==> src/rtl/traffic_light_monitor_pkg.sv <==
// Shared types and helpers for the traffic light controller and its protocol monitor.
package traffic_pkg;

  typedef enum logic [1:0] {
    GREEN   = 2'b00,
    YELLOW  = 2'b01,
    RED     = 2'b10,
    INVALID = 2'b11
  } phase_t;

  typedef enum logic [1:0] {
    IDLE  = 2'b00,
    SYNC  = 2'b01,
    TRACK = 2'b10
  } mon_state_t;

  localparam logic [2:0] LIGHTS_GREEN  = 3'b001;
  localparam logic [2:0] LIGHTS_YELLOW = 3'b010;
  localparam logic [2:0] LIGHTS_RED    = 3'b100;

  // The only legal successor of each phase; INVALID has no successor.
  function automatic phase_t next_phase(input phase_t p);
    case (p)
      GREEN:   next_phase = YELLOW;
      YELLOW:  next_phase = RED;
      RED:     next_phase = GREEN;
      default: next_phase = INVALID;
    endcase
  endfunction

endpackage

==> src/rtl/traffic_light_monitor_if.sv <==
// Lights bus observed by the monitor plus the monitor's status outputs.
interface traffic_light_monitor_if #(
  parameter int TMR_W = 5,
  parameter int CNT_W = 8
);
  import traffic_pkg::*;

  logic [2:0]       lights_in;
  logic             enable;
  logic             clear_err;
  phase_t           phase_o;
  logic             phase_valid;
  logic [TMR_W-1:0] dwell_o;
  logic [CNT_W-1:0] cycle_count_o;
  logic             err_illegal;
  logic             err_seq;
  logic             err_dwell;
  logic             any_err;

  modport master (
    output lights_in, enable, clear_err,
    input  phase_o, phase_valid, dwell_o, cycle_count_o,
           err_illegal, err_seq, err_dwell, any_err
  );

  modport slave (
    input  lights_in, enable, clear_err,
    output phase_o, phase_valid, dwell_o, cycle_count_o,
           err_illegal, err_seq, err_dwell, any_err
  );

endinterface

==> src/rtl/traffic_light_monitor_decode.sv <==
// Combinational decode of the one-hot lights bus into a phase and a legality bit.
module traffic_lights_decode
  import traffic_pkg::*;
(
  input  logic [2:0] lights_i,
  output phase_t     phase_o,
  output logic       legal_o
);

  always_comb begin
    phase_o = INVALID;
    legal_o = 1'b0;
    case (lights_i)
      LIGHTS_GREEN:  begin phase_o = GREEN;  legal_o = 1'b1; end
      LIGHTS_YELLOW: begin phase_o = YELLOW; legal_o = 1'b1; end
      LIGHTS_RED:    begin phase_o = RED;    legal_o = 1'b1; end
      default:       begin phase_o = INVALID; legal_o = 1'b0; end
    endcase
  end

endmodule

==> src/rtl/traffic_light_monitor.sv <==
// Passive checker for the traffic light lights bus: phase order, dwell time and encoding.
module traffic_light_monitor
  import traffic_pkg::*;
#(
  parameter int DWELL_CYCLES = 11,
  parameter int TMR_W        = 5,
  parameter int CNT_W        = 8
) (
  input  logic                    clk,
  input  logic                    reset,
  traffic_light_monitor_if.slave  mon
);

  localparam logic [TMR_W-1:0] DWELL_MAX = TMR_W'(DWELL_CYCLES);
  localparam logic [TMR_W-1:0] DWELL_SAT = {TMR_W{1'b1}};

  mon_state_t       state_q, state_d;
  phase_t           phase_q, phase_d;
  logic [TMR_W-1:0] dwell_q, dwell_d;
  logic [CNT_W-1:0] cycle_q, cycle_d;
  logic             first_seg_q, first_seg_d;
  logic             err_illegal_q, err_illegal_d;
  logic             err_seq_q, err_seq_d;
  logic             err_dwell_q, err_dwell_d;
  logic             any_err_q;
  logic             set_illegal, set_seq, set_dwell;
  phase_t           dec_phase;
  logic             dec_legal;

  traffic_lights_decode u_decode (
    .lights_i (mon.lights_in),
    .phase_o  (dec_phase),
    .legal_o  (dec_legal)
  );

  always_ff @(posedge clk or posedge reset) begin
    if (reset) begin
      state_q       <= IDLE;
      phase_q       <= INVALID;
      dwell_q       <= '0;
      cycle_q       <= '0;
      first_seg_q   <= 1'b0;
      err_illegal_q <= 1'b0;
      err_seq_q     <= 1'b0;
      err_dwell_q   <= 1'b0;
      any_err_q     <= 1'b0;
    end else begin
      state_q       <= state_d;
      phase_q       <= phase_d;
      dwell_q       <= dwell_d;
      cycle_q       <= cycle_d;
      first_seg_q   <= first_seg_d;
      err_illegal_q <= err_illegal_d;
      err_seq_q     <= err_seq_d;
      err_dwell_q   <= err_dwell_d;
      any_err_q     <= err_illegal_d | err_seq_d | err_dwell_d;
    end
  end

  // The first segment after sync may be partial, so it is exempt from the underrun check.
  always_comb begin
    state_d     = state_q;
    phase_d     = phase_q;
    dwell_d     = dwell_q;
    cycle_d     = cycle_q;
    first_seg_d = first_seg_q;
    set_illegal = 1'b0;
    set_seq     = 1'b0;
    set_dwell   = 1'b0;

    if (!mon.enable) begin
      state_d = IDLE;
      phase_d = INVALID;
      dwell_d = '0;
    end else begin
      case (state_q)
        IDLE: begin
          state_d = SYNC;
          phase_d = INVALID;
          dwell_d = '0;
        end
        SYNC: begin
          if (dec_legal) begin
            state_d     = TRACK;
            phase_d     = dec_phase;
            dwell_d     = TMR_W'(1);
            first_seg_d = 1'b1;
          end
        end
        TRACK: begin
          if (!dec_legal) begin
            set_illegal = 1'b1;
            state_d     = SYNC;
            phase_d     = INVALID;
            dwell_d     = '0;
          end else if (dec_phase == phase_q) begin
            if (dwell_q == DWELL_MAX) set_dwell = 1'b1;
            if (dwell_q != DWELL_SAT) dwell_d = dwell_q + TMR_W'(1);
          end else begin
            if (dec_phase != next_phase(phase_q)) set_seq = 1'b1;
            if (!first_seg_q && (dwell_q != DWELL_MAX)) set_dwell = 1'b1;
            if ((phase_q == RED) && (dec_phase == GREEN)) cycle_d = cycle_q + CNT_W'(1);
            phase_d     = dec_phase;
            dwell_d     = TMR_W'(1);
            first_seg_d = 1'b0;
          end
        end
        default: begin
          state_d = IDLE;
          phase_d = INVALID;
          dwell_d = '0;
        end
      endcase
    end

    err_illegal_d = set_illegal | (err_illegal_q & ~mon.clear_err);
    err_seq_d     = set_seq     | (err_seq_q     & ~mon.clear_err);
    err_dwell_d   = set_dwell   | (err_dwell_q   & ~mon.clear_err);
  end

  assign mon.phase_o       = phase_q;
  assign mon.phase_valid   = (phase_q != INVALID);
  assign mon.dwell_o       = dwell_q;
  assign mon.cycle_count_o = cycle_q;
  assign mon.err_illegal   = err_illegal_q;
  assign mon.err_seq       = err_seq_q;
  assign mon.err_dwell     = err_dwell_q;
  assign mon.any_err       = any_err_q;

endmodule
==> src/flat_wrapper.sv <==
// flat-port wrapper written by rule: the top's interface ports become plain ports
module traffic_light_monitor_flat import traffic_pkg::*;
#(
  parameter int DWELL_CYCLES = 11,
  parameter int TMR_W        = 5,
  parameter int CNT_W        = 8
)
  (clk, reset, mon_lights_in, mon_enable, mon_clear_err, mon_phase_o, mon_phase_valid, mon_dwell_o, mon_cycle_count_o, mon_err_illegal, mon_err_seq, mon_err_dwell, mon_any_err);
  traffic_light_monitor_if #(.TMR_W(TMR_W), .CNT_W(CNT_W)) mon_i ();
  input  logic clk;
  input  logic reset;
  input wire logic [$bits(mon_i.lights_in)-1:0] mon_lights_in;
  input wire logic [$bits(mon_i.enable)-1:0] mon_enable;
  input wire logic [$bits(mon_i.clear_err)-1:0] mon_clear_err;
  output wire logic [$bits(mon_i.phase_o)-1:0] mon_phase_o;
  output wire logic [$bits(mon_i.phase_valid)-1:0] mon_phase_valid;
  output wire logic [$bits(mon_i.dwell_o)-1:0] mon_dwell_o;
  output wire logic [$bits(mon_i.cycle_count_o)-1:0] mon_cycle_count_o;
  output wire logic [$bits(mon_i.err_illegal)-1:0] mon_err_illegal;
  output wire logic [$bits(mon_i.err_seq)-1:0] mon_err_seq;
  output wire logic [$bits(mon_i.err_dwell)-1:0] mon_err_dwell;
  output wire logic [$bits(mon_i.any_err)-1:0] mon_any_err;
  assign mon_i.lights_in = mon_lights_in;
  assign mon_i.enable = mon_enable;
  assign mon_i.clear_err = mon_clear_err;
  assign mon_phase_o = mon_i.phase_o;
  assign mon_phase_valid = mon_i.phase_valid;
  assign mon_dwell_o = mon_i.dwell_o;
  assign mon_cycle_count_o = mon_i.cycle_count_o;
  assign mon_err_illegal = mon_i.err_illegal;
  assign mon_err_seq = mon_i.err_seq;
  assign mon_err_dwell = mon_i.err_dwell;
  assign mon_any_err = mon_i.any_err;
  traffic_light_monitor #(.DWELL_CYCLES(DWELL_CYCLES), .TMR_W(TMR_W), .CNT_W(CNT_W)) u_core (.clk(clk), .reset(reset), .mon(mon_i));
endmodule
==> config.mk <==
export PLATFORM = sky130hd
export DESIGN_NAME = traffic_light_monitor_flat
export DESIGN_NICKNAME = d
export VERILOG_FILES = /design/src/rtl/traffic_light_monitor_pkg.sv /design/src/rtl/traffic_light_monitor_if.sv /design/src/rtl/traffic_light_monitor_decode.sv /design/src/rtl/traffic_light_monitor.sv /design/src/flat_wrapper.sv
export SDC_FILE = /design/constraint.sdc
export NUM_CORES = 1
export LEC_CHECK = 0
export ABC_AREA = 1
export CAP_MARGIN = 40
export CORE_MARGIN = 2
export CORE_UTILIZATION = 33
export DETAILED_ROUTE_END_ITERATION = 8
export PLACE_DENSITY_LB_ADDON = 0.08
export SLEW_MARGIN = 20
export SYNTH_ARGS = -nofsm -noshare
export SYNTH_HDL_FRONTEND = slang
export SYNTH_SLANG_ARGS = --single-unit
==> constraint.sdc <==
create_clock -name clk -period 2.1 [get_ports clk]
set_input_delay 0.42 -clock clk [delete_from_list [all_inputs] [get_ports clk]]
set_output_delay 0.42 -clock clk [all_outputs]
set_load 0.01 [all_outputs]
# After elaboration in Yosys (flattened, before gate mapping)
# Index checks and enable logic that the tools add are counted.
dict set report classes {
  add_sub_neg 2
  eq_ne 20
  muxes 40
  n_reduce_logical 13
  bitwise_logic 10
}
# cell count
set ops {}
lappend ops {{two-way mux 5 bit} 5}
lappend ops {{two-way mux 2 bit} 11}
lappend ops {{two-way mux 1 bit} 18}
lappend ops {{one-hot mux 2 bit (3 select lines)} 3}
lappend ops {{!= test 5 bit, second input constant} 2}
lappend ops {{one-hot mux 5 bit (2 select lines)} 1}
lappend ops {{AND reduction 5 bit} 2}
lappend ops {{adder 8 x 1 -> 8 bit, second input constant} 1}
lappend ops {{logical NOT 2 bit} 3}
lappend ops {{AND reduction 2 bit} 3}
lappend ops {{adder 5 x 1 -> 5 bit, second input constant} 1}
lappend ops {{equality test 5 x 4 -> 1 bit, second input constant} 1}
lappend ops {{!= test 5 x 4 -> 1 bit, second input constant} 1}
lappend ops {{bitwise OR 1 bit} 5}
lappend ops {{equality test 2 x 1 -> 1 bit, second input constant} 2}
lappend ops {{equality test 2 bit, second input constant} 2}
lappend ops {{!= test 2 x 1 -> 1 bit, second input constant} 2}
lappend ops {{!= test 2 bit, second input constant} 2}
lappend ops {{!= test 4 bit, second input constant} 1}
lappend ops {{one-hot mux 2 bit (2 select lines)} 1}
lappend ops {{bitwise AND 1 bit} 3}
lappend ops {{equality test 3 x 1 -> 1 bit, second input constant} 1}
lappend ops {{equality test 3 x 2 -> 1 bit, second input constant} 1}
lappend ops {{equality test 3 bit, second input constant} 1}
lappend ops {{other kinds (10)} 12}
dict set report word_totals {
  regBits 22
  inputBits 7
  out_inout_bits 20
}

# Logic depth before layout (Yosys ltp)
# Gate-level depths: netlist of the first run.
dict set report depth {
  word_depth 16
  mapped_depth 12
  depth_no_buf 12
}

# Cells and area by module
# A second synthesis of the first run with hierarchy kept.
dict set report hier_totals {
  cells_unflattened 191
  hier_area_um2 1427.6
}
# module cells_each n_inst area_per_inst_um2 seq_area_each_um2
set by_module_without_submodules {}
lappend by_module_without_submodules {traffic_light_monitor 178 1 1372.6 553.0}
lappend by_module_without_submodules {traffic_lights_decode 13 1 55.1 0.0}

# Least setup slack after synthesis of the first run
# No wires, ideal clock.
dict set report synth_timing {
  kind {register to register}
  startpoint {register u_core.dwell_q[0] (netlist: u_core.mon.dwell_o[0])}
  endpoint {register u_core.dwell_q[3] (netlist: u_core.mon.dwell_o[3])}
  arrival_time_ns 1.483
  t_required_ns 2.035
  setup_time_ns 0.065
  setup_slack_ns 0.552
  path_stages_with_launch 10
  n_path_buf 1
  period_less_slack_ns 1.548
  cell_sequence {dfrtp_1 -> ha_1 -> nand2_1 -> nor2_1 -> ha_1 -> or2_0 -> buf_6 -> nand2_4 -> nand3_2 -> nand2_1}
}
dict set report synth_between {
  elab_chain_cells 6
}
# element line
set synth_lines {}
lappend synth_lines {{start: declaration} traffic_light_monitor.sv:19} ;# logic [TMR_W-1:0] dwell_q, dwell_d;
lappend synth_lines {{start signal: assignment} traffic_light_monitor.sv:50} ;# dwell_q <= dwell_d;
lappend synth_lines {{adder 5 x 1 -> 5 bit} traffic_light_monitor.sv:98} ;# if (dwell_q != DWELL_SAT) dwell_d = dwell_q + TMR_W'(1);
lappend synth_lines {{two-way mux 5 bit} traffic_light_monitor.sv:98}
lappend synth_lines {{two-way mux 5 bit} traffic_light_monitor.sv:96} ;# end else if (dec_phase == phase_q) begin
lappend synth_lines {{two-way mux 5 bit} traffic_light_monitor.sv:91} ;# if (!dec_legal) begin
lappend synth_lines {{one-hot mux 5 bit (2 select lines)} traffic_light_monitor.sv:76} ;# case (state_q)
lappend synth_lines {{two-way mux 5 bit} traffic_light_monitor.sv:71} ;# if (!mon.enable) begin
# Several ways; a longest one is shown, not always the timed one. The select of a mux whose other input is x is not followed.
# A chain may end at the register's enable or synchronous reset.

# Worst setup path in the final report of the first run
dict set report layout_timing {
  startpoint {register u_core.phase_q[0] (netlist: u_core.mon.phase_o[0])}
  endpoint {output mon_phase_valid}
}
dict set report layout_between {
  elab_chain_cells 1
}
# element line
set layout_lines {}
lappend layout_lines {{start: declaration} traffic_light_monitor.sv:18} ;# phase_t phase_q, phase_d;
lappend layout_lines {{start signal: assignment} traffic_light_monitor.sv:49} ;# phase_q <= phase_d;
lappend layout_lines {{!= test 2 bit} traffic_light_monitor.sv:122} ;# assign mon.phase_valid = (phase_q != INVALID);
lappend layout_lines {{end: declaration} flat_wrapper.sv:16} ;# output wire logic [$bits(mon_i.phase_valid)-1:0] mon_phase_valid;
# Every way passes these cells.

==> impl_metrics.yaml, run 1 <==
status:
  status: "completed"
clock_network:
  ctsHoldBuffers: 0
  clk_latency_ns: 0.27
  cts.sinks: 22
  cts_root_buf: "clkbuf_8"
  cts_max_level: 1
  path_clk_slew_ns: 0.09
  clk_path_buf_depth: 2
  cts_tree: "yes"
  numCtsBuffers: 3
  cts_setup_buffers: 0
  cts_resized: 0
floorplan:
  die_w_um: 71.6
  initial_core_util: 0.344
  io_pins: 27
  dieHeight_um: 71.6
  dieArea_sq_mm: 0.00513
  num_rows: 24
  core_sq_mm: 0.00438
sta:
  relSlewSlack: 0.730
  max_freq_ghz: 0.516
  hold_violations: 0
  setup_viol: 0
  rsz0062_at_grt: "no"
  finClkSkew_ns: 0.00432
  slew_violations: 0
  fin_crit_ns: 1.94
  tightest_slew_ns: 0.406
  fin_crit_sh: 0.922
  fin_ws_ns: 0.163
  setup_tns_ns: 0
drt:
  drt_iter0_drc: 50
  drc: 0
  first_pass_iters: 4
  vias: 1251
  ant_nets: 0
  viasPerCell: 4.67
  drt_wl_total_mm: 3.11
  post_drt_wl_per_cell_um: 11.6
finish:
  seq_area_sq_um: 553
  area.growth.synth_to_final_pct: 26.8
  layout_common_cells: "nand2_1 (41), clkdlybuf4s50_1 (26), inv_1 (24)"
  drive_above_1_share: 0.167
  layout_commonest_cell: "nand2_1"
  multi_input_area_sq_um: 825
  antennaDiodeCount: 0
  n_fill_cell: 435
  nets: 235
power:
  vdd_drop_max_uv: 428
  power_density_mw_per_mm2: 836
  p_sw_frac: 0.364
  p_leak_nw: 1.01
  pwr-share-seq: 0.348
  switchingPower_uw: 582
  p_comb_frac: 0.398
  clkPwrFrac: 0.254
  p_int_mw: 1.02
  power.total_mw: 1.60
yosys:
  avgSynthCellArea_sq_um: 8.19
  yosys_warnings: 0
  synth_nets: 202
  yosysSeqAreaShare: 0.367
  syn_area_sq_mm: 0.00151
  synth_cells: 184
  synth-seq-cells: 22
  synthDistinctLibCells: 26
grt:
  grt_pass1_wl_mm: 5.29
  grt_pass1_vias: 1173
  grt_max_degree: 23
  track_usage: 0.129
  gr-total-overflow: 0
  antenna_found_initial: 0
placed_design:
  place_congestion: 0.852
  portBuffers: 26
  dp_slack_ns: -0.0141
  dp_hpwl_mm: 2.49
setup_path:
  worstPathMaxFanout: 7
  critical_path_class: "reg2out"
  crit_required_ns: 1.68
  crit_arrival_ns: 1.52
  cp-end-kind: "output port"
  start_kind: "flop"
flow_run:
  maxCapViolations: 0
min_path:
  hold_path_class: "reg2reg"
-- synthesized netlist by cell type, drive strengths merged --
cell / count / share of area
nor3: 1 / 0.0033
buf: 2 / 0.015
nor2: 18 / 0.053
a31oi: 1 / 0.0042
xnor2: 7 / 0.041
xor2: 3 / 0.017
a21oi: 4 / 0.013
or2: 1 / 0.0042
dfstp: 2 / 0.035
o21ai: 6 / 0.020
inv: 28 / 0.071
nand3: 23 / 0.10
ha: 11 / 0.091
dfrtp: 20 / 0.33
nand4: 4 / 0.025
nand2: 53 / 0.17
-- path summary, 6_finish.rpt --
path	start	slack, ns	cells after the start	to
setup / recovery	u_core.mon.phase_o[0]	0.16	3	mon_phase_valid
hold reg to reg	u_core.mon.cycle_count_o[7]	0.47	1	u_core.mon.cycle_count_o[7]
max in group asynchronous	reset	1.32	3	u_core.mon.phase_o[1]
hold / removal	u_core.mon.cycle_count_o[7]	0.47	1	u_core.mon.cycle_count_o[7]
setup reg to reg	u_core.mon.dwell_o[0]	0.38	8	u_core.mon.dwell_o[4]
min in group asynchronous	reset	0.49	3	u_core.mon.dwell_o[3]
-- power groups by stage --
stage          Sequential [mW]  Combinational [mW]  Clock (mW)
3_3_place_gp             0.563               0.634           0
2_1_floorplan            0.572               0.441           0
5_1_grt                  0.568               0.723       0.435
6_report                 0.556               0.636       0.406
3_5_place_dp             0.564               0.642           0
4_1_cts                  0.557               0.644       0.418
-- worst max-delay path, stage by stage, from the launching register on --
cell,delay (ns)
dfstp_2,0.60
ha_1,0.16
inv_1,0.03
clkdlybuf4s50_1,0.46
-- flip-flops by register name, summed over array words and instances, names as in the netlist --
name,count
u_core.mon.cycle_count_o,8
u_core.mon.dwell_o,5
u_core.mon.phase_o,2
u_core.state_q,2
u_core.first_seg_q,1
u_core.mon.any_err,1
u_core.mon.err_dwell,1
u_core.mon.err_illegal,1
u_core.mon.err_seq,1
-- kinds of logic (layout without fill, tap and decap cells) --
| kind of cell | after synthesis | after routing | share of synthesized area |
|---|---|---|---|
| fa+ha+maj | 11 | 11 | 0.0913 |
| simple gates | 100 | 100 | 0.360 |
| flops | 22 | 22 | 0.367 |
| buf+inv | 30 | 62 | 0.0863 |
| compound gates | 11 | 11 | 0.0373 |
| xor+xnor | 10 | 10 | 0.0581 |
-- through the flow --
step / utilization / cell area (sq um) / hold WS [ns] / std cells
floorplan: - / 1510 / 0.408 / 184
global placement: 0.420 / 1840 / 0.462 / 264
detailed placement: 0.420 / 1840 / 0.465 / 264
CTS: 0.436 / 1910 / 0.479 / 268
global route: 0.436 / 1910 / 0.508 / 268
finish: 0.436 / 1910 / 0.470 / 268
-- per-layer routing --
metal,GRT usage,part of all wire
met1,0.170,0.48
met5,0,0
met4,0.0189,0.0042
met3,0.0338,0.035
met2,0.218,0.48
-- layout make-up --
cell class	count	share of cell area
tap	52	0.0340
multi-input combinational	132	0.431
sequential	22	0.289
timing repair buffer	30	0.152
clock buffer	3	0.0216
clock inverter	1	0.0157
inverter	28	0.0563
No activity file was read; power rests on OpenSTA's default activity.
==> run 2: changes to the inputs <==
--- a/config.mk
+++ b/config.mk
@@ -7,7 +7,7 @@
 export LEC_CHECK = 0
 export ABC_AREA = 1
 export CAP_MARGIN = 40
-export CORE_MARGIN = 2
+export CORE_MARGIN = 3
 export CORE_UTILIZATION = 33
 export DETAILED_ROUTE_END_ITERATION = 8
 export PLACE_DENSITY_LB_ADDON = 0.08
==> impl_metrics.yaml, run 2 (synthesis results as in run 1) <==
clock_network:
  clk_latency_ns: 0.27
  cts_setup_buffers: 0
  numCtsBuffers: 3
  cts.sinks: 22
  path_clk_slew_ns: 0.08
  cts_tree: "yes"
  cts_resized: 0
  cts_root_buf: "clkbuf_8"
  clk_path_buf_depth: 2
  ctsHoldBuffers: 0
  cts_max_level: 1
sta:
  finClkSkew_ns: 0.00845
  tightest_slew_ns: 0.402
  max_freq_ghz: 0.515
  fin_crit_sh: 0.924
  relSlewSlack: 0.732
  hold_violations: 0
  setup_viol: 0
  slew_violations: 0
  hold_ws_ns: 0.399
  rsz0062_at_grt: "no"
  setup_tns_ns: 0
  fin_crit_ns: 1.94
floorplan:
  initial_core_util: 0.359
  io_pins: 27
  die_w_um: 73.6
  dieArea_sq_mm: 0.00542
  num_rows: 23
  dieHeight_um: 73.6
  core_sq_mm: 0.00420
drt:
  vias: 1235
  post_drt_wl_per_cell_um: 11.8
  ant_nets: 0
  viasPerCell: 4.64
  drt_iter0_drc: 36
  first_pass_iters: 4
  drt_wl_total_mm: 3.15
  drc: 0
power:
  vdd_drop_max_uv: 399
  p_leak_nw: 1.01
  power_density_mw_per_mm2: 835
  power.total_mw: 1.59
setup_path:
  crit_chain: "ha_1, inv_1, clkdlybuf4s50_1"
  crit_arrival_ns: 1.52
  start_kind: "flop"
  cp-end-kind: "output port"
  cp_top_family: "flip-flops"
  crit_slowest_cell: "dfstp_2"
  cp_slowest_stage_delay_ns: 0.60
  crit_required_ns: 1.68
  path_buf_inv: 2
  critical_path_class: "reg2out"
  worstPathMaxFanout: 7
finish:
  drive_above_1_share: 0.167
  layout_commonest_cell: "nand2_1"
  layout_common_cells: "nand2_1 (41), clkdlybuf4s50_1 (26), inv_1 (24)"
  area.growth.synth_to_final_pct: 26.6
  nets: 235
  fin_cells: 266
  antennaDiodeCount: 0
  final_util: 0.454
  largest_reg_flops: 8
grt:
  track_usage: 0.132
  gr-total-overflow: 0
  grtUsageMet3: 0.0246
  antenna_found_initial: 0
  busiest_layer: "met2"
  grt_max_degree: 15
  grt_pass1_vias: 1257
  use_met1: 0.170
  grt_pass1_wl_mm: 5.59
  use_met2: 0.219
placed_design:
  place_congestion: 0.857
  portBuffers: 26
  placed_cells: 262
  dp_hpwl_mm: 2.56
min_path:
  hold_path_class: "in2async"
status:
  status: "completed"
flow_run:
  maxCapViolations: 0
==> run 2: cell type report <==
class | instances | area [sq um]
tap | 50 | 62.6
timing repair buffer | 30 | 290
multi-input combinational | 132 | 825
clock inverter | 1 | 30.0
fill | 427 | 2290
clock buffer | 3 | 41.3
inverter | 28 | 108
sequential | 22 | 553
==> run 2: per-layer routing <==
layer	part of all wire	wire length, um
met5	0	0
met4	0.0098	31
met3	0.050	159
met2	0.49	1540
met1	0.45	1420
==> run 2: path summary, 6_finish.rpt <==
check | from | endpoint | slack (ns) | cells past startpoint
worst max-delay path | u_core.mon.phase_o[0] | mon_phase_valid | 0.16 | 3
worst max register to register | u_core.mon.dwell_o[0] | u_core.mon.dwell_o[3] | 0.39 | 8
max in group asynchronous | reset | u_core.mon.any_err | 1.19 | 3
min in group clk | u_core.mon.cycle_count_o[7] | u_core.mon.cycle_count_o[7] | 0.47 | 1
worst min register to register | u_core.mon.cycle_count_o[7] | u_core.mon.cycle_count_o[7] | 0.47 | 1
worst min-delay path | reset | u_core.mon.dwell_o[4] | 0.40 | 2
==> run 2: metrics by stage <==
stage / setup slack, ns / cell area [sq um]
4_1_cts: 0.133 / 1910
2_1_floorplan: 0.552 / 1510
3_5_place_dp: -0.0111 / 1840
5_1_grt: 0.0962 / 1910
3_3_place_gp: 0.0437 / 1840
6_report: 0.159 / 1910
==> run 2: worst reg2reg max path: cells and delay by family (launching register included) <==
family	cells	cell delay [ns]
adders and majority gates	2	0.45
DFF	1	0.45
and+or+nand+nor	6	0.77
==> run 2: report_power, final <==
| part | total [mW] | internal (mW) | switching [mW] |
|---|---|---|---|
| registers | 0.560 | 0.495 | 0.0653 |
| clock network | 0.394 | 0.255 | 0.139 |
| logic | 0.640 | 0.267 | 0.373 |
| total | 1.59 | 1.02 | 0.578 |
